==> src/rtl/freq_pkg.sv <==
// Shared definitions for the frequency synthesiser and its gate timer.
//   state_t             : controller states (IDLE waits for a config, RUN generates)
//   DEFAULT_GATE_CYCLES : default gate phase length in clock cycles; the
//                         frequency counter uses the same value, so both
//                         ends agree on the gate length
package freq_pkg;

  typedef enum logic {
    IDLE = 1'b0,
    RUN  = 1'b1
  } state_t;

  localparam int DEFAULT_GATE_CYCLES = 1000;

endpackage

==> src/rtl/gate_timer.sv <==
// Gate timer: produces the measurement gate, which starts high and toggles
// every GATE_CYCLES clock cycles for as long as it is enabled.
//   i_clk    : system clock, rising edge
//   i_rst    : synchronous active-high reset
//   i_clear  : force the gate low and the counter to zero (run ended)
//   i_start  : begin a new gate sequence (gate high, counter reloaded)
//   i_enable : advance the counter (high while the synthesiser runs)
//   o_gate   : registered gate output
module gate_timer
  import freq_pkg::*;
#(
  parameter int GATE_CYCLES = DEFAULT_GATE_CYCLES
) (
  input  logic i_clk,
  input  logic i_rst,
  input  logic i_clear,
  input  logic i_start,
  input  logic i_enable,
  output logic o_gate
);

  localparam int CNT_W = (GATE_CYCLES > 1) ? $clog2(GATE_CYCLES) : 1;
  localparam logic [CNT_W-1:0] RELOAD = CNT_W'(GATE_CYCLES - 1);

  logic [CNT_W-1:0] r_count;
  logic             r_gate;

  // The counter holds the number of cycles left in the current gate phase
  // after this one; reaching zero flips the gate and starts the next phase.
  // Clear has priority over start so an abort always leaves the gate low.
  always_ff @(posedge i_clk) begin
    if (i_rst || i_clear) begin
      r_count <= '0;
      r_gate  <= 1'b0;
    end else if (i_start) begin
      r_count <= RELOAD;
      r_gate  <= 1'b1;
    end else if (i_enable) begin
      if (r_count == '0) begin
        r_count <= RELOAD;
        r_gate  <= ~r_gate;
      end else begin
        r_count <= r_count - CNT_W'(1);
      end
    end
  end

  assign o_gate = r_gate;

endmodule

==> src/rtl/freq_synth.sv <==
// Programmable square-wave generator with matching measurement gate.
// A configuration (half-period, burst length) is accepted over a valid/ready
// handshake while idle; the block then produces a square wave on sigout
// either for a fixed number of full periods or until stopped.
//   clck      : system clock, rising edge
//   rst       : synchronous active-high reset
//   cfg_valid : configuration offered
//   cfg_ready : configuration can be accepted (high only while idle)
//   cfg_half  : half-period in clock cycles (0 behaves as 1)
//   cfg_count : burst length in full periods (0 = run until stopped)
//   stop      : abort the current run
//   sigout    : generated square wave
//   gate      : measurement gate, toggles every GATE_CYCLES while running
//   busy      : high while running
//   done      : one-cycle pulse when a run ends (burst complete or stopped)
//   rise_cnt  : rising edges of sigout since the last accept (wraps)
module freq_synth
  import freq_pkg::*;
#(
  parameter int DIV_W       = 32,
  parameter int GATE_CYCLES = DEFAULT_GATE_CYCLES
) (
  input  logic             clck,
  input  logic             rst,
  input  logic             cfg_valid,
  output logic             cfg_ready,
  input  logic [DIV_W-1:0] cfg_half,
  input  logic [DIV_W-1:0] cfg_count,
  input  logic             stop,
  output logic             sigout,
  output logic             gate,
  output logic             busy,
  output logic             done,
  output logic [DIV_W-1:0] rise_cnt
);

  state_t           r_state;
  state_t           w_nextState;
  logic             r_cfgReady;
  logic             r_busy;
  logic             r_done;
  logic [DIV_W-1:0] r_half;
  logic [DIV_W-1:0] r_count;
  logic [DIV_W-1:0] r_phase;
  logic [DIV_W-1:0] r_periods;
  logic             r_sig;
  logic [DIV_W-1:0] r_rise;

  logic             w_accept;
  logic             w_phaseZero;
  logic             w_burstEnd;
  logic             w_leaveRun;
  logic             w_doneNext;
  logic [DIV_W-1:0] w_heff;

  // Next-state decode. A burst finishes at the end of the low phase that
  // follows the C-th falling edge, i.e. exactly when the wave would rise
  // again; at that point the run ends instead of starting another period.
  // stop and burst completion collapse into the same single exit.
  always_comb begin
    w_nextState = r_state;
    w_accept    = 1'b0;
    w_burstEnd  = 1'b0;
    w_leaveRun  = 1'b0;
    w_doneNext  = 1'b0;
    w_phaseZero = (r_phase == '0);
    w_heff      = (cfg_half == '0) ? DIV_W'(1) : cfg_half;
    case (r_state)
      IDLE: begin
        if (cfg_valid) begin
          w_accept    = 1'b1;
          w_nextState = RUN;
        end
      end
      RUN: begin
        w_burstEnd = w_phaseZero && !r_sig && (r_count != '0) &&
                     (r_periods == r_count);
        if (stop || w_burstEnd) begin
          w_leaveRun  = 1'b1;
          w_doneNext  = 1'b1;
          w_nextState = IDLE;
        end
      end
      default: w_nextState = IDLE;
    endcase
  end

  // State register plus the handshake/status flags, which are registered
  // copies of where the state is going so every output comes from a flop.
  always_ff @(posedge clck) begin
    if (rst) begin
      r_state    <= IDLE;
      r_cfgReady <= 1'b1;
      r_busy     <= 1'b0;
      r_done     <= 1'b0;
    end else begin
      r_state    <= w_nextState;
      r_cfgReady <= (w_nextState == IDLE);
      r_busy     <= (w_nextState == RUN);
      r_done     <= w_doneNext;
    end
  end

  // Wave datapath. The phase counter holds the cycles remaining in the
  // current half-period after this one. The accept itself counts as the
  // first rising edge, since sigout goes high on the following cycle.
  always_ff @(posedge clck) begin
    if (rst) begin
      r_half    <= '0;
      r_count   <= '0;
      r_phase   <= '0;
      r_periods <= '0;
      r_sig     <= 1'b0;
      r_rise    <= '0;
    end else if (w_accept) begin
      r_half    <= w_heff;
      r_count   <= cfg_count;
      r_phase   <= w_heff - DIV_W'(1);
      r_periods <= '0;
      r_sig     <= 1'b1;
      r_rise    <= DIV_W'(1);
    end else if (w_leaveRun) begin
      r_phase   <= '0;
      r_periods <= '0;
      r_sig     <= 1'b0;
    end else if (r_state == RUN) begin
      if (w_phaseZero) begin
        r_phase <= r_half - DIV_W'(1);
        r_sig   <= ~r_sig;
        if (r_sig) begin
          r_periods <= r_periods + DIV_W'(1);
        end else begin
          r_rise <= r_rise + DIV_W'(1);
        end
      end else begin
        r_phase <= r_phase - DIV_W'(1);
      end
    end
  end

  gate_timer #(
    .GATE_CYCLES(GATE_CYCLES)
  ) u_gateTimer (
    .i_clk   (clck),
    .i_rst   (rst),
    .i_clear (w_leaveRun),
    .i_start (w_accept),
    .i_enable(r_state == RUN),
    .o_gate  (gate)
  );

  assign cfg_ready = r_cfgReady;
  assign busy      = r_busy;
  assign done      = r_done;
  assign sigout    = r_sig;
  assign rise_cnt  = r_rise;

endmodule

==> config.mk <==
export PLATFORM = sky130hd
export DESIGN_NAME = freq_synth
export DESIGN_NICKNAME = d
export VERILOG_FILES = /design/src/rtl/freq_pkg.sv /design/src/rtl/gate_timer.sv /design/src/rtl/freq_synth.sv
export SDC_FILE = /design/constraint.sdc
export NUM_CORES = 1
export LEC_CHECK = 0
export CAP_MARGIN = 20
export CORE_MARGIN = 8
export CORE_UTILIZATION = 30
export CTS_BUF_LIST = sky130_fd_sc_hd__clkbuf_4 sky130_fd_sc_hd__clkbuf_8 sky130_fd_sc_hd__clkbuf_16
export CTS_CLUSTER_SIZE = 12
export DETAILED_ROUTE_END_ITERATION = 8
export PLACE_DENSITY_LB_ADDON = 0.08
export SLEW_MARGIN = 0
export SYNTH_ARGS = -nofsm -noshare
export SYNTH_HDL_FRONTEND = slang
export SYNTH_SLANG_ARGS = --single-unit
==> constraint.sdc <==
create_clock -name clck -period 4.51 [get_ports clck]
set_input_delay 0.902 -clock clck [delete_from_list [all_inputs] [get_ports clck]]
set_output_delay 0.902 -clock clck [all_outputs]
set_load 0.005 [all_outputs]
# [After elaboration in Yosys (flattened, before gate mapping)]
# Index checks and enable logic that the tools add are counted.
[word_totals] out_inout_bits=37 mem_bits_rw=0 reg_bits=175 latchBits=0 mem_bits_ro=0 elab_cells=76 input_bits=68 mem_count=0
[op_classes] bitwise=5 div=0 n_mux=26 eq_ne=3 n_addsub=6 n_reduce_logical=23 multipliers=0 shifts=0 n_lt_le_gt_ge=0
[ops] cell="$mux 32" count=5
[ops] cell="$sub 32x1->32 const B" count=3
[ops] cell="$add 32x1->32 const B" count=2
[ops] cell="$logic_not 32->1" count=2
[ops] cell="$eq 32x32->1" count=1
[ops] cell="$reduce_bool 32->1" count=1
[ops] cell="$mux 10" count=3
[ops] cell="$mux 1" count=17
[ops] cell="$logic_not 10->1" count=1
[ops] cell="$sub 10x1->10 const B" count=1
[ops] cell="$reduce_and 4->1" count=2
[ops] cell="$reduce_bool 2->1" count=3
[ops] cell="$reduce_bool 3->1" count=2
[ops] cell="$not 1->1" count=5
[ops] cell="$reduce_and 2->1" count=2
[ops] cell="$reduce_or 2->1" count=2
[ops] cell="$logic_and 1x1->1" count=3
[ops] cell="$reduce_and 3->1" count=1
[ops] cell="$reduce_or 3->1" count=1
[ops] cell="$logic_or 1x1->1" count=2
[ops] cell="$ne 2x1->1 const B" count=1
[ops] cell="$ne 2x2->1 const B" count=1
[ops] cell="$pmux 1 s2" count=1
[ops] cell="$logic_not 1->1" count=1

# [Depth between registers and ports, before layout]
# Gate-level depths: netlist of the first run.
[depth] ltp_word=9 depth_mapped=16 ltp_nobuf=12

# [Hierarchy]
# From an unflattened synthesis of the first run, not the netlist that was laid out.
[hier_totals] cells_unflattened=1256 hier_area_um2=9703.1
[by_module_without_submodules] mod="freq_synth" seq_area_each_um2=3283.1 cells_each=1192 area_per_inst_um2=9086.2 n_inst=1
[by_module_without_submodules] mod="gate_timer" seq_area_each_um2=220.2 cells_each=64 area_per_inst_um2=616.8 n_inst=1

# [Worst setup path after synthesis of the first run]
# Ideal clock, no wire load.
[synth_path] kind="reg-to-reg" start="reg r_phase[17]" end="reg r_phase[20]" required_ns=4.431 stages_incl_launch_ff=17 path_slack_ns=0.923 setup_time_ns=0.079 t_arrival_ns=3.508 n_path_buf=5 synth_period_minus_slack_ns=3.587 cell_sequence="dfxtp_1 -> clkbuf_1 -> or4_1 -> buf_2 -> nor4_1 -> buf_2 -> buf_2 -> clkbuf_1 -> a21oi_1 -> ha_1 -> nor4b_1 -> nand2_1 -> nor4_1 -> mux2i_1 -> or3_1 -> o211a_1 -> a211oi_2"
[synth_between] elab_chain_cells=9 word_cells_on_any_way=13 cone_classes="1 x add/sub; 6 x mux; 6 x reduce/logical"
[synth_rtl] item="start, declared" line_no="freq_synth.sv:44" text="logic [DIV_W-1:0] r_phase;"
[synth_rtl] item="start signal, assigned" line_no="freq_synth.sv:118" text="r_phase <= w_heff - DIV_W'(1);"
[synth_rtl] item="start signal, assigned" line_no="freq_synth.sv:128" text="r_phase <= r_half - DIV_W'(1);"
[synth_rtl] item="start signal, assigned" line_no="freq_synth.sv:136" text="r_phase <= r_phase - DIV_W'(1);"
[synth_rtl] item="parallel branches: the longest is 9 deep, another holds $sub 32x1->32"
# Parallel ways; which one is timed is not known. The select of a mux whose other input is x is not followed.
# A chain may end at the register's enable or synchronous reset.

# [Final worst setup path of the first run]
[layout_path] start="reg r_phase[23]" end="reg r_phase[20]"
[layout_between] elab_chain_cells=9 word_cells_on_any_way=12 cone_classes="6 x mux; 6 x reduce/logical"
[layout_rtl] item="$logic_not 32->1 (*)" line_no="freq_synth.sv:66" text="w_phaseZero = (r_phase == '0);"
[layout_rtl] item="$logic_and 1x1->1 (3 in a row)" line_no="freq_synth.sv:76" text="w_burstEnd = w_phaseZero && !r_sig && (r_count != '0) &&"
[layout_rtl] item="$logic_or 1x1->1" line_no="freq_synth.sv:78" text="if (stop || w_burstEnd) begin"
[layout_rtl] item="$mux 1" line_no="freq_synth.sv:78"
[layout_rtl] item="$mux 1" line_no="freq_synth.sv:68" text="case (r_state)"
[layout_rtl] item="$mux 32" line_no="freq_synth.sv:122" text="end else if (w_leaveRun) begin"
[layout_rtl] item="$mux 32" line_no="freq_synth.sv:115" text="end else if (w_accept) begin"
# Mark *: on every way between the ends. The rest lies on a longest branch, timed or not. The select of a mux whose other input is x is not followed.

==> key figures, run 1 <==
Run status
  – Status: complete, no violations

Synth
  – Most used DFF post-synth: dfxtp_1
  – Synth Area per Inst: 7.764 sq um
  – Post-synthesis mux area share: 1.364%
  – Adder-Cell Fraction of Synth Area: less than 1%
  – Post-synthesis xor/xnor area fraction: 11.51%
  – Mapped Area: 9813 sq um
  – Post-synth EDFFs: 0
  – Synth Area in Simple Gates: 30.15%
  – Mapped Cells: about 1300
  – Syn. warnings: 0
  – Post-synth ARST share: 0%
  – Largest family of logic cells by synthesized area: simple AND/OR/NAND/NOR gates
  – Synth unique cells: 80
  – Syn Nets: 1338
  – Synth Area in Compound Gates: 16.50%
  – Sequential element share of the synthesized area: roughly 36%
  – Seq cells post-synth: ~180

Critical path
  – Arr. time, crit path: 4340 ps
  – Crit path launch: r_phase[23]$_SDFFE_PP0P_
  – Crit-path slowest cell: nor4b_1
  – FF-to-FF Start: r_phase[23]$_SDFFE_PP0P_
  – Critical Path Fanout Max: 8
  – Worst EP required: 4870 ps
  – Crit. End Element: flop
  – Reg2reg path depth: 12
  – CP top delay family: simple AND/OR/NAND/NOR gates
  – Worst setup SP type: flop
  – Most common cell on crit path: nor4_1
  – CP Depth: 12
  – Reg2reg setup slack: roughly 530 ps
  – Critical path class: reg -> reg
  – Reg2reg end: r_phase[20]$_SDFFE_PP0P_
  – Buf/Inv on CP: 0
  – Slowest stage delay, CP: 860 ps
  – List of cells traversed by the critical path: nor4_1 > nand3b_1 > nor4_2 > a21oi_1 > ha_1 > nor4b_1 > nand2_1 > nor4_1 > mux2i_1 > or3_1 > o211a_1 > a211oi_2

Placed design
  – IO buf count: 104
  – HPWL Detailed: 23980 microns
  – Gp weighted congestion: approximately 0.80

Hold path
  – Worst hold start: r_half[31]$_SDFFE_PP0P_
  – Worst Hold Class: reg -> reg
  – Hold-critical path depth: 2
  – Hold endpoint: r_half[31]$_SDFFE_PP0P_

Clock network
  – Worst-path clk slew: 70 ps
  – # Post-CTS Setup Buffers: 0
  – CTS Sinks: 175
  – Total CTS buffers: 17
  – Post-CTS Resized: 0
  – CTS Hold Bufs: 0
  – Clock latency at the later pin of the worst-skew pair: between 400 and 500 ps
  – H-tree levels: 4
  – Clock Path Buffers: 2
  – Root Driver: clkbuf_16
  – CTS tree: built

Run
  – Max cap viols: 0

Power and ir drop
  – Pwr/cell area: ~330 nW/um^2
  – Pleak: 0.004160 uW
  – Max IR drop VDD: roughly 300 uV

Routing
  – 1st-iter DRT viols: 493
  – DRT antenna net count: 0
  – # DRC: 0
  – Final wirelength: 32960 microns
  – Wire per inst: 18.28 microns
  – Vias after detailed routing: 9345
  – Vias per cell: 5.183
  – First drt pass iteration count: 5

Global route
  – Grt ovf: 0
  – Vias in the first global route: 8939
  – Antenna violations before repair: 1
  – Largest net degree at the start of global routing: 66
  – Global-route wire length before repair: 52030 microns
  – GRT Util Overall: about 17%

STA
  – Slew margin rel.: between 30% and 40%
  – Final Max Tran Viols: 0
  – Measured slew at the worst slew-check pin: about 1000 ps
  – Max Freq: 251.5 MHz
  – Final Hold Fails: 0
  – Final setup viols: 0
  – Crit share post-route: between 80 and 90%
  – RSZ-0062 raised after global routing: false
  – Clk_skew: roughly 11 ps
  – Clock period minus worst slack: 3977 ps
  – Setup TNS: 0 ps

Floorplan
  – Num ports: approximately 110
  – Core area: 32370 sq um
  – Die Span Y: 196.9 microns
  – Row count: 66
  – Die ar.: 38750 sq um
  – Initial Util: 30.31%
  – Die Wd: 196.9 microns

Final layout
  – Commonest cells after routing, fill and taps aside: nand2_1, dfxtp_1, nor2_1
  – Antenna diode count: 0
  – Fin util: 36.86%
  – Nets: approximately 1400
  – Area grow syn2layout: 21.60%
  – Share of cells above drive strength 1: under 10%
  – Filler instances: 3453
  – Most common cell after layout, fill and taps aside: nand2_1
  – Area used by multi-input combinational logic: 5943 sq um
  – Register Area: between 3000 and 4000 sq um
[state kept, by name, indices dropped and copies added (netlist names)]
name	count
r_periods	32
u_gateTimer.r_count	10
done	1
sigout	1
cfg_ready	1
r_half	32
u_gateTimer.o_gate	1
r_phase	32
rise_cnt	32
r_count	32
busy	1
[synthesized netlist by cell type (17+ instances only)]
master	n	area share (%)
nand2_1	183	7.0
dfxtp_1	175	36
nor2_1	131	5.0
a21oi_1	127	6.5
xor2_1	76	6.8
nor4_1	61	3.9
clkbuf_1	55	2.1
xnor2_1	53	4.7
nor3_1	51	2.6
nand3_1	32	1.6
o21ai_0	29	1.5
nand4_1	26	1.7
inv_1	17	0.65
or4_1	17	1.3
[through the flow]
| stage | cell area (sq um) | setup WS [ps] | total power, uW | hold slack, ps | std cells |
|---|---|---|---|---|---|
| 2_1_floorplan | 9813 | 923.0 | 2173 | 436.7 | 1264 |
| 3_3_place_gp | 11360 | 232.0 | 2441 | 451.2 | 1772 |
| 3_5_place_dp | 11360 | 146.5 | 2438 | 452.8 | 1772 |
| 4_1_cts | 11930 | 612.9 | 3946 | 462.8 | 1803 |
| 5_1_grt | 11930 | 192.5 | 4085 | 483.9 | 1803 |
| 6_report | 11930 | 533.2 | 3894 | 463.1 | 1803 |
[how the worst max path moves through the flow]
stage,end
final,r_phase[20]$_SDFFE_PP0P_
after global routing,r_phase[20]$_SDFFE_PP0P_
after CTS,r_phase[18]$_SDFFE_PP0P_
after detailed placement,r_phase[18]$_SDFFE_PP0P_
after global placement,r_phase[18]$_SDFFE_PP0P_
after floorplan,r_phase[20]$_SDFFE_PP0P_
[where the power goes]
| group | internal, uW | leakage [uW] | switching (uW) |
|---|---|---|---|
| clock | 810 | 0.000283 | 679 |
| combinational | 289 | 0.00245 | 397 |
| sequential | 1620 | 0.00143 | 99.2 |
[metal layers]
metal  wire, microns  GRT usage, %  part of all wire, %  vias to the layer above
met3            1409         3.343                  4.3                       30
met2           14880         26.74                   45                      187
met1           16080         22.97                   49                     4444
met5               0             0                    0                        -
met4             584         4.848                  1.8                        0
li1                -             -                    -                     4684
[final cells by class]
cell class,instances,area share [%]
Inverter,17,0.5348
Tap cell,442,4.635
Multi-Input combinational cell,1001,49.81
Clock inverter,10,0.8598
Clock buffer,21,3.922
Timing Repair Buffer,137,10.88
Sequential cell,175,29.36
[kinds of logic (layout without fill, tap and decap cells)]
kind of cell,Yosys count,after routing
AO/OA/AOI/OAI,264,264
XOR/XNOR,129,129
adder cells (fa/ha/maj),6,6
buffers and inverters,88,185
flip-flops,175,175
multiplexers,13,13
AND/OR/NAND/NOR,589,589
[worst min-delay path: cells and delay by family (launching register included)]
family             cells  cell delay, ps
DFF                    1             310
and+or+nand+nor        1              50
AOI/OAI and AO/OA      1              50
No activity file was read; power rests on OpenSTA's default activity.
==> run 2: changes to the inputs <==
--- a/config.mk
+++ b/config.mk
@@ -5,7 +5,7 @@
 export SDC_FILE = /design/constraint.sdc
 export NUM_CORES = 1
 export LEC_CHECK = 0
-export CAP_MARGIN = 20
+export CAP_MARGIN = 15
 export CORE_MARGIN = 8
 export CORE_UTILIZATION = 30
 export CTS_BUF_LIST = sky130_fd_sc_hd__clkbuf_4 sky130_fd_sc_hd__clkbuf_8 sky130_fd_sc_hd__clkbuf_16
@@ -16,3 +16,4 @@
 export SYNTH_ARGS = -nofsm -noshare
 export SYNTH_HDL_FRONTEND = slang
 export SYNTH_SLANG_ARGS = --single-unit
+export TNS_END_PERCENT = 100
==> results of run 2 <==
No change in the layout: final DEF, timing and power equal those of run 1.
==> run 3: changes to the inputs <==
--- a/config.mk
+++ b/config.mk
@@ -6,7 +6,6 @@
 export NUM_CORES = 1
 export LEC_CHECK = 0
 export CAP_MARGIN = 15
-export CORE_MARGIN = 8
 export CORE_UTILIZATION = 30
 export CTS_BUF_LIST = sky130_fd_sc_hd__clkbuf_4 sky130_fd_sc_hd__clkbuf_8 sky130_fd_sc_hd__clkbuf_16
 export CTS_CLUSTER_SIZE = 12
==> key figures, run 3 (synthesis gave the netlist of run 1 again) <==
Run status
  – Status: complete, no violations

Floorplan
  – Core area: 31880 sq um (-1.5%)
  – Num ports: 105 (unchanged)
  – Die Span Y: 182.9 microns (-7.1%)
  – Row count: 65 (-1.5%)
  – Die ar.: 33440 sq um (-14%)
  – Die Wd: 182.9 microns (-7.1%)
  – Initial Util: 30.78% (+0.47 points)

Routing
  – Wire per inst: 17.79 microns (-2.7%)
  – # DRC: 0 (unchanged)
  – DRT antenna net count: 0 (unchanged)
  – Final wirelength: 31950 microns (-3.1%)
  – First drt pass iteration count: 4 (-1)
  – Vias per cell: 5.197 (+0.26%)
  – Vias after detailed routing: 9333 (-0.13%)
  – 1st-iter DRT viols: 658 (+33%)

Run
  – Max cap viols: 0 (unchanged)

Placed design
  – IO buf count: 104 (unchanged)
  – Gp weighted congestion: 0.8108 (+1.2%)
  – DP Worst Slack: 223.1 ps (+76.56 ps)
  – HPWL Detailed: 23020 microns (-4.0%)

Global route
  – Grt peak-use layer: met2
  – Met1 GRT Util: 26.77% (+3.8 points)
  – Grt ovf: 0 (unchanged)
  – GRT Util Overall: 19.34% (+2.5 points)
  – GRT met3 Usage: 2.780% (-0.56 points)
  – Global-route wire length before repair: 50600 microns (-2.7%)
  – Grt met2 use: 31.56% (+4.8 points)
  – Antenna violations before repair: 0 (-1)
  – Largest net degree at the start of global routing: 66 (unchanged)
  – Vias in the first global route: 8969 (+0.34%)

Critical path
  – Critical Path Fanout Max: 7 (-1)
  – Critical path class: reg -> reg
  – Worst EP required: 4850 ps (-20 ps)
  – CP endpoint: r_phase[24]$_SDFFE_PP0P_
  – Arr. time, crit path: 4240 ps (-100 ps)
  – Crit path launch: r_phase[11]$_SDFFE_PP0P_
  – Worst setup SP type: flop
  – Reg2reg path depth: 13 (+1)
  – Crit. End Element: flop
  – Reg2reg end: r_phase[24]$_SDFFE_PP0P_
  – Reg2reg setup slack: 600 ps (+70 ps)
  – FF-to-FF Start: r_phase[11]$_SDFFE_PP0P_

Hold path
  – Worst Hold Class: reg -> reg

Clock network
  – Worst-path clk slew: 70 ps (about the same)
  – CTS Hold Bufs: 0 (unchanged)
  – Total CTS buffers: 17 (unchanged)
  – Root Driver: clkbuf_16
  – H-tree levels: 4 (unchanged)
  – Clock Path Buffers: 2 (unchanged)
  – # Post-CTS Setup Buffers: 0 (unchanged)
  – Post-CTS Resized: 0 (unchanged)
  – CTS Sinks: 175 (unchanged)
  – CTS tree: built
  – Clock latency at the later pin of the worst-skew pair: 450 ps (about the same)

Final layout
  – Share of cells above drive strength 1: 7.127% (unchanged)
  – Most common cell after layout, fill and taps aside: nand2_1
  – Filler instances: 3445 (-0.23%)
  – Antenna diode count: 0 (unchanged)
  – Area grow syn2layout: 20.99%
  – Nets: 1423 (unchanged)
  – Commonest cells after routing, fill and taps aside: nand2_1, dfxtp_1, nor2_1

STA
  – Setup TNS: 0 ps (unchanged)
  – Final setup viols: 0 (unchanged)
  – Crit share post-route: 86.64% (-1.5 points)
  – Post-route worst setup slack: 602.6 ps (+69.47 ps)
  – Measured slew at the worst slew-check pin: 1116 ps (+92.30 ps)
  – Clk_skew: 15.81 ps (+4.376 ps)
  – Clock period minus worst slack: 3907 ps (-69.46 ps)
  – Slew margin rel.: 25.31% (-5.5 points)
  – Final Hold Fails: 0 (unchanged)
  – Max Freq: 255.9 MHz (+1.8%)
  – RSZ-0062 raised after global routing: false
  – Final Max Tran Viols: 0 (unchanged)

Power and ir drop
  – Max IR drop VDD: 254.9 uV (-14%)
  – Pwr/cell area: 320.6 nW/um^2 (-1.8%)
  – Design Power: 3806 uW (-2.3%)
  – Pleak: 0.004135 uW (-0.59%)
==> run 3: cell types whose count changed in the layout (fill, tap and decap cells not counted), sizes merged <==
cell,delta
clkinv,+1
inv,+2
clkinvlp,+1
clkbuf,-3
bufinv,-1
==> run 3: final cells by class <==
cell class                 count  area (sq um)  area share, %
sequential                   175          3503          29.51
multi-input combinational   1001          5943          50.06
clock buffer                  18         432.9          3.646
clock inverter                13         101.3         0.8536
timing repair buffer         137          1284          10.81
tap                          435         544.3          4.584
inverter                      17         63.81         0.5375
==> run 3: worst max-delay path, stage by stage, from the launching register on <==
cell and delay, ps:
dfxtp_1 380, nor4_1 600, nand2_1 310, nor4_2 570
a21oi_1 180, ha_1 280, nor4b_1 170, buf_4 170
nand2_1 100, nor4_1 70, mux2i_1 490, nor2_1 130
xnor2_1 150, a22o_1 220
==> run 3: worst min path at each step <==
| stage | startpoint | to | depth (start not counted) |
|---|---|---|---|
| 2_1_floorplan | r_half[31]$_SDFFE_PP0P_ | r_half[31]$_SDFFE_PP0P_ | 2 |
| 3_3_place_gp | r_half[31]$_SDFFE_PP0P_ | r_half[31]$_SDFFE_PP0P_ | 2 |
| 3_5_place_dp | r_half[31]$_SDFFE_PP0P_ | r_half[31]$_SDFFE_PP0P_ | 2 |
| 4_1_cts | r_half[31]$_SDFFE_PP0P_ | r_half[31]$_SDFFE_PP0P_ | 2 |
| 5_1_grt | r_half[31]$_SDFFE_PP0P_ | r_half[31]$_SDFFE_PP0P_ | 2 |
| 6_report | r_half[31]$_SDFFE_PP0P_ | r_half[31]$_SDFFE_PP0P_ | 2 |
==> run 3: per-stage QoR <==
stage / hold slack [ps] / std cells / utilization (%) / instance area (sq um)
2_1_floorplan: 436.7 / 1264 / - / 9813
3_3_place_gp: 450.8 / 1765 / 35.57 / 11340
3_5_place_dp: 450.8 / 1765 / 35.57 / 11340
4_1_cts: 460.7 / 1796 / 37.24 / 11870
5_1_grt: 501.8 / 1796 / 37.24 / 11870
6_report: 458.4 / 1796 / 37.24 / 11870
==> run 3: routing by layer <==
layer	vias to the layer above	routed length, microns
met5	-	0
met4	0	365
met3	21	1051
met2	184	14700
met1	4427	15830
li1	4701	-
==> run 3: report_power, final <==
part	switching, uW	internal, uW
Sequential	102	1620
Clock	685	720
Combinational	394	286
